## config.mk

```make
export PLATFORM = sky130hd
export DESIGN_NAME = io_port_bridge
export DESIGN_NICKNAME = d
export VERILOG_FILES = /design/src/rtl/io_bridge_pkg.sv /design/src/rtl/io_bridge_fifo.sv /design/src/rtl/io_port_bridge.sv
export SDC_FILE = /design/constraint.sdc
export NUM_CORES = 1
export LEC_CHECK = 0
export ABC_AREA = 1
export BUFFER_PORTS_ARGS = -buffer_cell sky130_fd_sc_hd__buf_2
export CORE_ASPECT_RATIO = 1.4
export CORE_MARGIN = 2
export CORE_UTILIZATION = 50
export CTS_CLUSTER_DIAMETER = 100
export DETAILED_ROUTE_END_ITERATION = 6
export MAX_ROUTING_LAYER = met4
export PLACE_DENSITY = 0.74
export SYNTH_ARGS = -nofsm -noshare
export SYNTH_HDL_FRONTEND = slang
export SYNTH_SLANG_ARGS = --single-unit
```

## constraint.sdc

```tcl
create_clock -name clk -period 4.9 [get_ports clk]
set_input_delay 0.98 -clock clk [delete_from_list [all_inputs] [get_ports clk]]
set_output_delay 0.98 -clock clk [all_outputs]
set_load 0.02 [all_outputs]
```

## src/rtl/io_bridge_pkg.sv

```systemverilog
// rtl/io_bridge_pkg.sv - shared constants and RX state encoding for io_port_bridge
package io_bridge_pkg;

    localparam int DATA_W     = 8;
    localparam int DROP_CNT_W = 8;

    typedef enum logic {
        RX_EMPTY = 1'b0,
        RX_FULL  = 1'b1
    } rx_state_t;

endpackage

```

## src/rtl/io_bridge_fifo.sv

```systemverilog
// rtl/io_bridge_fifo.sv - synchronous transmit FIFO with accept-when-full-with-pop
//
// Ports:
//   clk, rst        system clock, synchronous active-high reset
//   i_push, i_data  write request and byte
//   i_pop           pop request (ignored while empty)
//   o_head          byte at the read pointer
//   o_count         occupancy, 0..DEPTH
//   o_full          o_count == DEPTH
//   o_drop          push rejected this cycle (full and no pop)
module io_bridge_fifo #(
    parameter int DEPTH = 4,
    parameter int W     = 8
) (
    input  logic                       clk,
    input  logic                       rst,
    input  logic                       i_push,
    input  logic [W-1:0]               i_data,
    input  logic                       i_pop,
    output logic [W-1:0]               o_head,
    output logic [$clog2(DEPTH):0]     o_count,
    output logic                       o_full,
    output logic                       o_drop
);

    localparam int AW = $clog2(DEPTH);
    localparam int CW = AW + 1;

    logic [W-1:0]  r_mem [DEPTH];
    logic [AW-1:0] r_wr_ptr;
    logic [AW-1:0] r_rd_ptr;
    logic [CW-1:0] r_count;

    logic w_full;
    logic w_pop;
    logic w_accept;

    assign w_full   = (r_count == CW'(DEPTH));
    assign w_pop    = i_pop && (r_count != '0);
    // When full, a same-cycle pop frees the slot the write pointer is on,
    // so the push can land there while the old byte leaves via o_head.
    assign w_accept = i_push && (!w_full || w_pop);

    always_ff @(posedge clk) begin
        if (rst) begin
            r_wr_ptr <= '0;
            r_rd_ptr <= '0;
            r_count  <= '0;
        end else begin
            if (w_accept) r_wr_ptr <= r_wr_ptr + 1'b1;
            if (w_pop)    r_rd_ptr <= r_rd_ptr + 1'b1;
            r_count <= r_count + CW'(w_accept) - CW'(w_pop);
        end
    end

    always_ff @(posedge clk) begin
        if (w_accept) r_mem[r_wr_ptr] <= i_data;
    end

    assign o_head  = r_mem[r_rd_ptr];
    assign o_count = r_count;
    assign o_full  = w_full;
    assign o_drop  = i_push && !w_accept;

endmodule

```

## src/rtl/io_port_bridge.sv

```systemverilog
// rtl/io_port_bridge.sv - processor In/Out register bridge to device valid/ready streams
//
// Optional macro IOBRIDGE_OVF_CNT_EN adds the saturating drop_count output.
//
// Ports:
//   clk, rst                     system clock, synchronous active-high reset
//   cpu_we, cpu_out              processor OUT register write, pushed into TX FIFO
//   cpu_in, cpu_rx_ack           held RX byte to processor IN register, consume pulse
//   tx_data, tx_valid, tx_ready  FIFO head to device
//   rx_data, rx_valid, rx_ready  byte from device into the holding register
//   tx_count, tx_full            FIFO occupancy and full flag
//   overrun                      sticky: a processor write was dropped
//   drop_count                   (IOBRIDGE_OVF_CNT_EN) saturating dropped-write count
module io_port_bridge
    import io_bridge_pkg::*;
#(
    parameter int DEPTH = 4
) (
    input  logic                     clk,
    input  logic                     rst,
    input  logic                     cpu_we,
    input  logic [DATA_W-1:0]        cpu_out,
    output logic [DATA_W-1:0]        cpu_in,
    input  logic                     cpu_rx_ack,
    output logic [DATA_W-1:0]        tx_data,
    output logic                     tx_valid,
    input  logic                     tx_ready,
    input  logic [DATA_W-1:0]        rx_data,
    input  logic                     rx_valid,
    output logic                     rx_ready,
    output logic [$clog2(DEPTH):0]   tx_count,
    output logic                     tx_full,
    output logic                     overrun
`ifdef IOBRIDGE_OVF_CNT_EN
    ,
    output logic [DROP_CNT_W-1:0]    drop_count
`endif
);

    logic [$clog2(DEPTH):0] w_count;
    logic                   w_drop;
    logic                   w_tx_valid;
    rx_state_t              r_rx_state;
    logic [DATA_W-1:0]      r_cpu_in;
    logic                   r_overrun;

    assign w_tx_valid = (w_count != '0);

    io_bridge_fifo #(
        .DEPTH (DEPTH),
        .W     (DATA_W)
    ) u_fifo (
        .clk     (clk),
        .rst     (rst),
        .i_push  (cpu_we),
        .i_data  (cpu_out),
        .i_pop   (w_tx_valid && tx_ready),
        .o_head  (tx_data),
        .o_count (w_count),
        .o_full  (tx_full),
        .o_drop  (w_drop)
    );

    assign tx_valid = w_tx_valid;
    assign tx_count = w_count;

    always_ff @(posedge clk) begin
        if (rst) begin
            r_rx_state <= RX_EMPTY;
            r_cpu_in   <= '0;
        end else begin
            case (r_rx_state)
                RX_EMPTY: begin
                    if (rx_valid) begin
                        r_cpu_in   <= rx_data;
                        r_rx_state <= RX_FULL;
                    end
                end
                RX_FULL: begin
                    if (cpu_rx_ack) r_rx_state <= RX_EMPTY;
                end
                default: r_rx_state <= RX_EMPTY;
            endcase
        end
    end

    // Gated by rst so the device sees no acceptance while reset is held.
    assign rx_ready = (r_rx_state == RX_EMPTY) && !rst;
    assign cpu_in   = r_cpu_in;

    always_ff @(posedge clk) begin
        if (rst)         r_overrun <= 1'b0;
        else if (w_drop) r_overrun <= 1'b1;
    end

    assign overrun = r_overrun;

`ifdef IOBRIDGE_OVF_CNT_EN
    logic [DROP_CNT_W-1:0] r_drop_count;

    always_ff @(posedge clk) begin
        if (rst)
            r_drop_count <= '0;
        else if (w_drop && (r_drop_count != '1))
            r_drop_count <= r_drop_count + 1'b1;
    end

    assign drop_count = r_drop_count;
`endif

endmodule

```

# After elaboration in Yosys (flattened, before gate mapping)
# Memories as Yosys holds them, arrays and structs flattened. A register that Yosys moved wholly into a read port is not among the register bits.
# Index checks and enable logic that the tools add are counted.
[word_totals]
input_bits = 22
elab_cells = 31
out_inout_bits = 23
mem_bits_rw = 32
regBits = 17
memories = 1
[mem_list]
columns = ["name", "depth", "word_bits", "rd", "rd_ports_with_merged_regs", "wr", "line_no", "source"]
rows = [
  ["u_fifo.r_mem", 4, 8, 1, 1, 1, "io_bridge_fifo.sv:29", "logic [W-1:0] r_mem [DEPTH];"],
]
[op_classes]
mux = 7
n_eq_ne = 1
n_bitwise = 1
n_reduce_logical = 11
addsub = 4
[ops]
columns = ["cell", "n"]
rows = [
  ["$logic_and 1x1->1", 5],
  ["$add 2x1->2 const B", 2],
  ["$mux 1", 4],
  ["$mux 2", 2],
  ["$add 3x1->3", 1],
  ["$eq 3x3->1 const B", 1],
  ["$logic_not 1->1", 3],
  ["$reduce_bool 3->1", 1],
  ["$sub 3x1->3", 1],
  ["$pmux 1 s2", 1],
  ["$reduce_and 2->1", 1],
  ["$logic_or 1x1->1", 1],
  ["$not 1->1", 1],
]

# Logic depth before layout (Yosys ltp)
# Gate-level depths: netlist (run 1).
[depth]
depth_word = 7
ltp_mapped = 12
ltp_nobuf = 12

# Modules after synthesis
# A second synthesis (run 1) with hierarchy kept.
[unflattened]
hier_cells = 215
area_unflattened_um2 = 2138.3
[modules_own_cells]
columns = ["module", "area_each_um2", "cells_each", "seq_area_each_um2", "instances"]
rows = [
  ["io_bridge_fifo", 1697.9, 149, 1141.1, 1],
  ["io_port_bridge", 440.4, 66, 200.2, 1],
]

# Least setup slack after synthesis (run 1)
# OpenSTA, ideal clock, no wires.
[synth_timing]
path_type = "in2out"
startpoint = "input rst"
endpoint = "output rx_ready"
arrival_time_ns = 1.260
slack_ns = 2.660
required_ns = 3.920
path_stages = 1
n_path_buf = 0
path_cell_list = "nor2_1"
[synth_between]
elab_chain_cells = 2
[synth_rtl]
columns = ["element", "line_no", "source"]
rows = [
  ["start, declared", "io_port_bridge.sv:20", "input logic rst,"],
  ["$logic_not 1->1", "io_port_bridge.sv:88", "assign rx_ready = (r_rx_state == RX_EMPTY) && !rst;"],
  ["$logic_and 1x1->1", "io_port_bridge.sv:88", ""],
  ["end, declared", "io_port_bridge.sv:30", "output logic rx_ready,"],
]
# No other way between the ends.

==> reports/qor.txt, run 1 <==
Clock tree sinks: 51
Later-pin clock latency in the skew report: 0.30 ns
Core area: 3950 um2
GRT Total Usage: 0.187
Port Buf Inserts: 44
FP Rows: 27
Fin crit share: 0.558
TritonCTS Buffers: 5
Post-DP HPWL: 2.71 mm
Sequential fraction of the synthesis area: 0.654
Outcome: finished, final reports clean
Hold WS: 0.458 ns
Max FO, Critical Path: 17
Total number of vias: 1460
Synth area leader: edfxtp_1
I/O Pins: 45
Die Width: 58.1 um
Max Root-Sink Buffers: 2
Synth cell count leaders: nor2_1, edfxtp_1, inv_1
Count leader, synth: nor2_1
Hold-fix buffer count after cts: 0
Unrepaired setup endpoints after global routing: false
Worst min path class: reg2reg
Die Area: 4640 um2
Fin nets: 271
Leak: 1.03 nW
Share of the synthesized area in the top cell type: 0.469
Crit path capture type: primary output
Area growth syn-to-layout: 17.4%
# setup viols final: 0
Worst-margin pin slew: 0.762 ns
Critical path arrival: 1.76 ns
Die Y-Extent: 79.8 um
Ys async rst share: 0
Pwr/cell area: 486 nW/um2
Initial Utilization: 0.519
Number of global-route vias before repair: 1468
VDD IR max: 0.326 mV
CTS tree: done
Top FF cell, synth: edfxtp_1
Cell count after synthesis: 194
Cts repair resizes: 0
Ranking of synthesized cells by area: edfxtp_1, dfxtp_1, nor2_1
Final ANT Viol Nets: 0
Clk slew on worst S/H paths: 0.09 ns
Routed wire length: 3.75 mm
DR vias/cell: 5.10
Share of cells above drive strength 1: 0.243
Router iterations before antenna repair: 4
Skew final: 0.0110 ns
Final min period: 2.74 ns
Post-synth cell types: 19
Initial drt markers: 50
Startpoint types: flip-flop
Pwr Total: 1.17 mW
Initial antenna violation count: 0
Setup TNS: 0 ns
First-pass GRT wire length: 6.40 mm
Routability cong.: 0.749
Max H-tree Level: 2
WP data required: 3.92 ns
Synth Register Bits: 51
Synthesized area per cell: 10.6 um2
Diodes inserted: 0
Area post-placement: 2300 um2
Largest net degree at the start of global routing: 18
Yosys Warn Count: 0
Core Util, Final: 0.609
DRC errors left: 0
CTS root buf: clkbuf_8
Mapped Area: 2050 um2
Post-layout instance area: 2410 um2
Setup Fix Bufs, Post-CTS: 0
Final hold viol count: 0
Syn nets: 223
Max-slew violation count: 0
Kind of critical path: reg2out
Max Cap Viol: 0
Relative slew margins: 0.490
Post-synth EDFFs: 32
Routed length per instance: 13.1 um
F_max: 366 MHz
Grt ovf: 0
[per-layer routing]
layer	up-vias	wire (um)	GRT usage
li1	742	-	-
met1	659	1580	0.196
met2	53	1910	0.338
met3	6	200	0.0405
met4	0	59	0.0698
met5	-	0	-
[layout by cell type, fill, tap and decap left out]
cell type   netlist  routed
a21oi_1           5       5
buf_2             1      44
bufinv_16         0       1
clkbuf_1          0       1
clkbuf_8          0       5
clkinvlp_4        0       1
dfxtp_1          19      19
edfxtp_1         32      32
fa_1              1       1
ha_1              6       6
inv_1            23      23
inv_2             2       2
nand2_1          15      15
nand2_2           1       1
nand3_1           6       6
nor2_1           47      47
nor2_2            1       1
nor2_4            1       1
o21ai_0          20      20
o21ai_1           1       1
o21ai_2           3       3
o22ai_1           8       8
[path summary, 6_finish.rpt]
kind	start	to	slack, ns	cells after the start
setup / recovery	flip-flop	tx_data[7]	2.16	4
hold / removal	overrun$_SDFFE_PP0P_	overrun$_SDFFE_PP0P_	0.46	2
hold reg to reg	overrun$_SDFFE_PP0P_	overrun$_SDFFE_PP0P_	0.46	2
setup reg to reg	u_fifo.o_count[1]$_SDFF_PP0_	u_fifo.o_count[2]$_SDFF_PP0_	2.99	12
[report_power, final]
part,switching (mW),internal [mW]
sequential,0.0435,0.507
combinational,0.218,0.114
clock,0.134,0.152
total,0.395,0.774
[metrics by stage]
| step | std cells | setup slack, ns |
|---|---|---|
| 5_1_grt | 286 | 1.99 |
| 3_3_place_gp | 278 | 2.49 |
| 6_report | 286 | 2.16 |
| 4_1_cts | 286 | 2.12 |
| 3_5_place_dp | 278 | 2.42 |
| 2_1_floorplan | 194 | 2.66 |
[flip-flops by register name, summed over array words and instances, names as in the netlist, named ones only]
signal / count
u_fifo.r_wr_ptr: 2
u_fifo.o_count: 3
u_fifo.r_rd_ptr: 2
cpu_in: 8
r_rx_state: 1
u_fifo.r_mem: 32
overrun: 1
[final cells by class]
type,count,area (um2)
Fill cell,339,1550
Clock buffer,6,72.6
Multi-Input combinational cell,115,588
Sequential cell,51,1340
Tap cell,43,53.8
Timing Repair Buffer,44,220
Clock inverter,2,37.5
Inverter,25,93.8
[worst max-delay path, cell delays in order (launching register included)]
cell	delay, ns
dfxtp_1	0.69
inv_2	0.26
o21ai_0	0.24
o22ai_1	0.10
buf_2	0.17
[logic make-up (layout without fill, tap and decap cells)]
| kind of cell | count (synthesis) | in the layout | share of synthesized area |
|---|---|---|---|
| AOI/OAI and AO/OA | 37 | 37 | 0.101 |
| DFF | 51 | 51 | 0.654 |
| buffers and inverters | 28 | 77 | 0.0592 |
| adders and majority gates | 7 | 7 | 0.0464 |
| and+or+nand+nor | 71 | 71 | 0.140 |
Note: power is estimated with default switching activity, not from simulation.
==> run 2: changes to the inputs <==
--- a/config.mk
+++ b/config.mk
@@ -5,7 +5,7 @@
 export SDC_FILE = /design/constraint.sdc
 export NUM_CORES = 1
 export LEC_CHECK = 0
-export ABC_AREA = 1
+export ABC_AREA = 0
 export BUFFER_PORTS_ARGS = -buffer_cell sky130_fd_sc_hd__buf_2
 export CORE_ASPECT_RATIO = 1.4
 export CORE_MARGIN = 2
@@ -13,7 +13,7 @@
 export CTS_CLUSTER_DIAMETER = 100
 export DETAILED_ROUTE_END_ITERATION = 6
 export MAX_ROUTING_LAYER = met4
-export PLACE_DENSITY = 0.74
+export PLACE_DENSITY = 0.75
 export SYNTH_ARGS = -nofsm -noshare
 export SYNTH_HDL_FRONTEND = slang
 export SYNTH_SLANG_ARGS = --single-unit
==> constraint.sdc (replaced) <==
create_clock -name clk -period 2.54 [get_ports clk]
set_input_delay 0.508 -clock clk [delete_from_list [all_inputs] [get_ports clk]]
set_output_delay 0.508 -clock clk [all_outputs]
set_load 0.02 [all_outputs]
==> run 2 against run 1 <==
  * Sequential power up 96%
  * First-iteration DRC count shrank 44%
  * Sequential share of layout area rose by 1.7 points
  * Hold slack worse by 0.033 ns
  * Highest routed layer unchanged
==> reports/qor.txt, run 2 <==
Outcome: finished, final reports clean
WP data required: 2.03 ns (-1.89 ns)
Hold-fix buffer count after cts: 0 (unchanged)
Share of cells above drive strength 1: 0.374 (+0.131)
Kind of critical path: reg2out
Router iterations before antenna repair: 2 (-2)
Final min period: 2.20 ns
Initial antenna violation count: 0 (unchanged)
Setup Fix Bufs, Post-CTS: 0 (unchanged)
Reg-to-reg endpoint: u_fifo.o_count[2]$_SDFF_PP0_
Max Root-Sink Buffers: 2 (unchanged)
Post-synth EDFFs: 32 (unchanged)
Mapped Area: 2000 um2 (-2.5%)
Most frequent cells in the layout: buf_2, edfxtp_1, dfxtp_1
Routed wire length: 3.31 mm (-12%)
Max H-tree Level: 2 (unchanged)
Sequential fraction of the synthesis area: 0.671 (+0.0168)
Ranking of synthesized cells by area: edfxtp_1, dfxtp_1, mux4_2
R2R cell count: 9 (-3)
Worst-margin pin slew: 0.522 ns (-0.240 ns)
Largest Register: u_fifo.r_mem
Critical path arrival: 1.70 ns (-0.06 ns)
Fillers: 315 (-7.1%)
First-pass GRT wire length: 5.49 mm (-14%)
Later-pin clock latency in the skew report: 0.29 ns (about the same)
Total number of vias: 1155 (-21%)
R2r startpoint: u_fifo.o_count[1]$_SDFF_PP0_
Fin nets: 210 (-23%)
Area post-placement: 2250 um2 (-2.2%)
Cts repair resizes: 0 (unchanged)
CTS tree: done
Final ANT Viol Nets: 0 (unchanged)
Synth Register Bits: 51 (unchanged)
WHS Endpoint: u_fifo.r_mem[2][1]$_DFFE_PP_
I/O Pins: 45 (unchanged)
Hold Path Origin: cpu_out[1]
Port Buf Inserts: 44 (unchanged)
Post-DP HPWL: 2.47 mm (-9.0%)
Reg-to-reg setup timing slack: 0.37 ns (-2.62 ns)
Max FO, Critical Path: 8 (-9)
Crit path capture type: primary output
Sequential Power Share: 0.516 (+0.045)
Commonest non-fill, non-tap cell in the layout: buf_2
Routed length per instance: 14.7 um (+12%)
Die Area: 4530 um2 (-2.4%)
Synth cell count leaders: edfxtp_1, dfxtp_1, nand2_1
Switching Share: 0.313 (-0.0250)
Initial Utilization: 0.515 (-0.00418)
Clock tree sinks: 51 (unchanged)
Core area: 3880 um2 (-1.7%)
Unrepaired setup endpoints after global routing: false
GRT Total Usage: 0.164 (-0.0230)
Hold Crit Depth: 1 (-1)
Die Y-Extent: 78.8 um (-1.2%)
Max FFs per register: 32 (unchanged)
TritonCTS Buffers: 5 (unchanged)
Max-slew violation count: 0 (unchanged)
Share of the synthesized area in the top cell type: 0.481 (+0.0120)
Grt ovf: 0 (unchanged)
Cell count after synthesis: 136 (-30%)
Comb power frac: 0.271 (-0.013)
FP Rows: 27 (unchanged)
Clock share of power: 0.213 (-0.032)
VDD IR max: 0.508 mV (+56%)
Startpoint types: flip-flop
Skew final: 0.00770 ns (-0.00326 ns)
Count leader, synth: edfxtp_1
Synth area leader: edfxtp_1
Hold WS: 0.425 ns (-0.0327 ns)
# setup viols final: 0 (unchanged)
Die Width: 57.4 um (-1.2%)
Diodes inserted: 0 (unchanged)
F_max: 454 MHz
Pwr/cell area: 894 nW/um2 (+84%)
Largest net degree at the start of global routing: 22 (+4)
Routability cong.: 0.679 (-9.4%)
Final hold viol count: 0 (unchanged)
Syn nets: 165 (-26%)
Yosys Warn Count: 0 (unchanged)
CTS root buf: clkbuf_8
DR vias/cell: 5.13 (+0.56%)
Number of global-route vias before repair: 1181 (-20%)
Finished Layout Cells: 225 (-21%)
Post-placement cell count: 217 (-22%)
Initial drt markers: 28 (-44%)
Fin crit share: 0.868
Clk slew on worst S/H paths: 0.09 ns (about the same)
Ys async rst share: 0 (unchanged)
Top FF cell, synth: edfxtp_1
Pint: 1.43 mW (+85%)
DRC errors left: 0 (unchanged)
Area growth syn-to-layout: 16.8%
Post-layout instance area: 2330 um2 (-3.0%)
Max Cap Viol: 0 (unchanged)
Relative slew margins: 0.651 (+0.161)
Leak: 0.918 nW (-11%)
Synthesized area per cell: 14.7 um2 (+39%)
Worst min path class: in2reg
Setup TNS: 0 ns (unchanged)
Post-synth cell types: 27 (+8)
Psw: 653 uW (+65%)
run 2: cell count changes after synthesis, sizes merged, moves of 5 or more:
| cell | delta |
|---|---|
| nand3 | -6 |
| nor2 | -40 |
| o21ai | -24 |
| a21oi | +5 |
| o22ai | -8 |
| inv | -20 |
| mux4 | +8 |
| and2 | +5 |
run 2: worst max-delay path: stages, from the launching register on:
cell	delay (ns)
dfxtp_1	0.66
mux4_2	0.57
buf_2	0.18
run 2: cell families (layout without fill, tap and decap cells):
family / Yosys count / in the layout / synth area share
compound gates: 12 / 12 / 0.0344
xor+xnor: 3 / 3 / 0.0131
fa+ha+maj: 7 / 7 / 0.0476
buf+inv: 12 / 58 / 0.0269
flops: 51 / 51 / 0.671
mux: 10 / 10 / 0.103
simple gates: 41 / 41 / 0.105
run 2: worst max-delay path by stage:
stage | end | slack [ns] | cells after the start
after floorplan | u_fifo.o_count[2]$_SDFF_PP0_ | 0.39 | 9
after global placement | u_fifo.o_count[2]$_SDFF_PP0_ | 0.45 | 10
after detailed placement | u_fifo.o_count[2]$_SDFF_PP0_ | 0.36 | 9
after CTS | tx_data[3] | 0.26 | 2
after global routing | tx_data[3] | 0.18 | 2
final | tx_data[0] | 0.34 | 2
run 2: power by group through the flow:
stage          Sequential, mW  Combinational [mW]  Clock [mW]
4_1_cts                  1.08               0.578       0.459
6_report                 1.08               0.566       0.444
3_5_place_dp             1.10               0.576           0
3_3_place_gp             1.09               0.559           0
5_1_grt                  1.10               0.623       0.489
2_1_floorplan            1.08               0.420           0
run 2: through the flow:
step / worst slack, ns / utilization / power [mW]
after floorplan: 0.391 / - / 1.50
after global placement: 0.452 / 0.578 / 1.65
after detailed placement: 0.358 / 0.578 / 1.68
after CTS: 0.264 / 0.601 / 2.12
after global routing: 0.181 / 0.601 / 2.21
final: 0.335 / 0.601 / 2.09
run 2: metal layers:
metal | up-vias | part of all wire | GRT usage
li1 | 572 | - | -
met1 | 545 | 0.37 | 0.171
met2 | 36 | 0.57 | 0.300
met3 | 2 | 0.049 | 0.0391
met4 | 0 | 0.0063 | 0.0488
met5 | - | 0 | -
run 2: cell type report:
type,count,area (um2),share of cell area
Sequential cell,51,1340,0.574
Inverter,5,18.8,0.00804
Tap cell,43,53.8,0.0230
Clock inverter,3,20.0,0.00857
Timing Repair Buffer,45,228,0.0975
Clock buffer,5,68.8,0.0295
Multi-Input combinational cell,73,604,0.259
==> run 3: changes to the inputs <==
--- a/config.mk
+++ b/config.mk
@@ -5,7 +5,6 @@
 export SDC_FILE = /design/constraint.sdc
 export NUM_CORES = 1
 export LEC_CHECK = 0
-export ABC_AREA = 0
 export BUFFER_PORTS_ARGS = -buffer_cell sky130_fd_sc_hd__buf_2
 export CORE_ASPECT_RATIO = 1.4
 export CORE_MARGIN = 2
@@ -13,7 +12,8 @@
 export CTS_CLUSTER_DIAMETER = 100
 export DETAILED_ROUTE_END_ITERATION = 6
 export MAX_ROUTING_LAYER = met4
-export PLACE_DENSITY = 0.75
+export PLACE_DENSITY = 0.74
 export SYNTH_ARGS = -nofsm -noshare
 export SYNTH_HDL_FRONTEND = slang
+export SYNTH_HIERARCHICAL = 1
 export SYNTH_SLANG_ARGS = --single-unit
==> constraint.sdc (replaced) <==
create_clock -name clk -period 2.54 [get_ports clk]
set_input_delay 0.508 -clock clk [delete_from_list [all_inputs] [get_ports clk]]
set_output_delay 0.508 -clock clk [all_outputs]
set_load 0.005 [all_outputs]
==> run 3 against run 2 <==
  * Area after synthesis increased by 6.4%
  * Utilization fell by 0.19 points
  * Critical endpoint is now u_fifo/o_count[2]$_SDFF_PP0_
  * Sequential cell count stayed put
  * Maximum frequency decreased by 9.7%
  * Hold slack got worse by 0.044 ns
  * Critical path type is now reg2reg
==> reports/qor.txt, run 3 <==
Outcome: finished, final reports clean
Die Width: 59.1 um (+2.9%)
WHS Endpoint: r_rx_state$_SDFF_PP0_
Top FF cell, synth: edfxtp_1
Mux contribution to synthesized area: 0.0965 (-0.00616)
Ranking of synthesized cells by area: edfxtp_1, dfxtp_1, mux4_2
Area growth syn-to-layout: 17.4%
Sequential Power Share: 0.511 (-0.005)
Routed wire length: 3.66 mm (+11%)
Share of cells above drive strength 1: 0.454 (+0.0804)
F_max: 410 MHz (-9.7%)
Max Root-Sink Buffers: 2 (unchanged)
Skew final: 0.00889 ns (+0.00119 ns)
Clock tree sinks: 51 (unchanged)
Switching Share: 0.285 (-0.0281)
Relative slew margins: 0.649 (-0.00257)
Post-Synth Simple-Gate Area: 0.152 (+0.0478)
Ys async rst share: 0 (unchanged)
Pwr/cell area: 839 nW/um2 (-6.1%)
Initial drt markers: 41 (+46%)
Clk slew on worst S/H paths: 0.09 ns (about the same)
Psw: 597 uW (-8.6%)
Grt ovf: 0 (unchanged)
Post-synth EDFFs: 32 (unchanged)
Leak: 0.966 nW (+5.2%)
Pint: 1.50 mW (+4.5%)
Number of global-route vias before repair: 1275 (+8.0%)
GRT Total Usage: 0.174 (+0.0101)
Largest Register: u_fifo/r_mem
Final min period: 2.44 ns (+0.236 ns)
Reg-to-reg setup timing slack: 0.1 ns (-0.27 ns)
Max FFs per register: 32 (unchanged)
Startpoint types: flip-flop
Kind of critical path: reg2reg
Compound-gate portion of the synthesized area: 0.0506 (+0.0162)
Finished Layout Cells: 230 (+2.2%)
Most frequent cells in the layout: buf_2, edfxtp_1, dfxtp_1
Diodes inserted: 0 (unchanged)
Largest net degree at the start of global routing: 30 (+36%)
Commonest non-fill, non-tap cell in the layout: buf_2
Yosys Warn Count: 6 (+6)
Routability cong.: 0.682 (+0.46%)
# setup viols final: 0 (unchanged)
Max-slew violation count: 0 (unchanged)
CTS tree: done
Max FO, Critical Path: 3 (-5)
Max Cap Viol: 0 (unchanged)
Fin crit share: 0.961 (+0.0930)
Final hold viol count: 0 (unchanged)
Critical path arrival: 2.61 ns (+0.91 ns)
Post-synth cell types: 30 (+11%)
Total number of vias: 1244 (+7.7%)
Hold Path Origin: cpu_rx_ack
Area post-placement: 2390 um2 (+6.4%)
Initial Utilization: 0.510 (-0.00445)
Unrepaired setup endpoints after global routing: false
CTS root buf: clkbuf_8
Router iterations before antenna repair: 4 (+2)
Reg-to-reg endpoint: u_fifo/o_count[2]$_SDFF_PP0_
Largest family of logic cells by synthesized area: simple AND/OR/NAND/NOR gates
Synth cell count leaders: edfxtp_1, dfxtp_1, nor2_1
Clock share of power: 0.213 (about the same)
Fin nets: 212 (+0.95%)
Register area: 1340 um2 (about the same)
Setup TNS: 0 ns (unchanged)
Max H-tree Level: 2 (unchanged)
Mapped Area: 2130 um2 (+6.4%)
Hold WS: 0.381 ns (-0.0438 ns)
Core area: 4170 um2 (+7.3%)
Post-layout instance area: 2500 um2 (+7.0%)
Share of the synthesized area in the top cell type: 0.452 (-0.0288)
I/O Pins: 45 (unchanged)
Worst-margin pin slew: 0.526 ns (+0.00385 ns)
Post-Synth Adder-Cell Area: 0.0388 (-0.00874)
Synthesized area per cell: 15.9 um2 (+8.0%)
Synth Register Bits: 51 (unchanged)
FP Rows: 28 (+3.7%)
R2r startpoint: u_fifo/o_count[1]$_SDFF_PP0_
Fillers: 319 (+1.3%)
Routed length per instance: 15.9 um (+8.3%)
Critical path startpoint: u_fifo/o_count[1]$_SDFF_PP0_
First-pass GRT wire length: 5.85 mm (+6.7%)
WP data required: 2.71 ns (+0.68 ns)
VDD IR max: 0.516 mV (+1.4%)
Sequential fraction of the synthesis area: 0.631 (-0.0403)
Xor-xnor portion of the synthesized cell area: 0.0124 (-0.000788)
DR vias/cell: 5.41 (+5.4%)
Die Area: 4800 um2 (+6.0%)
Final ANT Viol Nets: 0 (unchanged)
Comb power frac: 0.276 (+0.005)
Count leader, synth: edfxtp_1
Syn nets: 162 (-1.8%)
Post-placement cell count: 220 (+1.4%)
Port Buf Inserts: 44 (unchanged)
Hold-fix buffer count after cts: 0 (unchanged)
R2R cell count: 11 (+2)
Synth area leader: edfxtp_1
Post-DP HPWL: 2.74 mm (+11%)
Hold Crit Depth: 2 (+1)
Die Y-Extent: 81.2 um (+3.0%)
Crit path capture type: flip-flop
Cell count after synthesis: 134 (-1.5%)
TritonCTS Buffers: 5 (unchanged)
Footprint of the multi-input gates: 748 um2 (+24%)
Initial antenna violation count: 0 (unchanged)
DRC errors left: 0 (unchanged)
Worst min path class: in2reg
Later-pin clock latency in the skew report: 0.30 ns (about the same)
-- run 3: changes by cell type after synthesis, moves of 3 or more --
cell	delta
o21ai_2	+8
nor2_1	+3
nand2b_1	+6
nand2_1	-16
a21oi_1	-10
nand4bb_1	+8
-- run 3: power groups by stage --
stage,Sequential (mW),Clock [mW],Combinational [mW]
2_1_floorplan,1.08,0,0.361
3_3_place_gp,1.08,0,0.538
3_5_place_dp,1.09,0,0.568
4_1_cts,1.07,0.461,0.570
5_1_grt,1.09,0.493,0.638
6_report,1.07,0.447,0.578
-- run 3: worst max-delay path by stage --
stage | slack (ns) | endpoint | cells after the start
6_report | 0.1 | u_fifo/o_count[2]$_SDFF_PP0_ | 11
5_1_grt | 0.02 | u_fifo/o_count[2]$_SDFF_PP0_ | 11
4_1_cts | 0.03 | u_fifo/o_count[2]$_SDFF_PP0_ | 11
3_5_place_dp | 0.06 | u_fifo/o_count[2]$_SDFF_PP0_ | 11
3_3_place_gp | 0.18 | u_fifo/o_count[2]$_SDFF_PP0_ | 11
2_1_floorplan | 0.09 | u_fifo/o_count[2]$_SDFF_PP0_ | 11
-- run 3: critical path, cell delays in order, from the launching register on --
cell and delay (ns):
dfxtp_1 0.32, or3_4 0.39, and2_4 0.19, nor4b_4 0.32, nor2b_4 0.07, a21o_2 0.21, ha_1 0.19, inv_1 0.07
fa_1 0.17, xor2_1 0.19, and2_1 0.15, nor3_1 0.05
-- run 3: through the flow --
stage | util | worst slack [ns] | power (mW)
global placement | 0.573 | 0.182 | 1.62
finish | 0.599 | 0.0992 | 2.10
CTS | 0.595 | 0.0276 | 2.11
detailed placement | 0.573 | 0.0555 | 1.66
global route | 0.599 | 0.0233 | 2.22
floorplan | - | 0.0891 | 1.44
-- run 3: kinds of logic after synthesis --
group                      after synthesis
and+or+nand+nor                         44
adders and majority gates                6
buffers and inverters                    8
AOI/OAI and AO/OA                       12
DFF                                     51
muxes                                   10
xor gates and xnor gates                 3
-- run 3: layout make-up --
type	count	area share
flip-flops and latches	51	0.538
multi-input cells	75	0.300
repair buffers	48	0.100
clock buffers	5	0.0276
well taps	45	0.0225
clock inverters	3	0.00802
inverters	3	0.00451
-- run 3: timing repair --
item	CTS	global route
setup endpoints to repair	0	1
resized for setup	0	3
setup buffers	0	2
-- run 3: routing by layer --
metal,vias up,global-route usage,routed length [um]
met5,-,-,0
met4,0,0.0750,54
met3,7,0.0398,145
met2,37,0.313,2090
met1,606,0.177,1380
li1,594,-,-
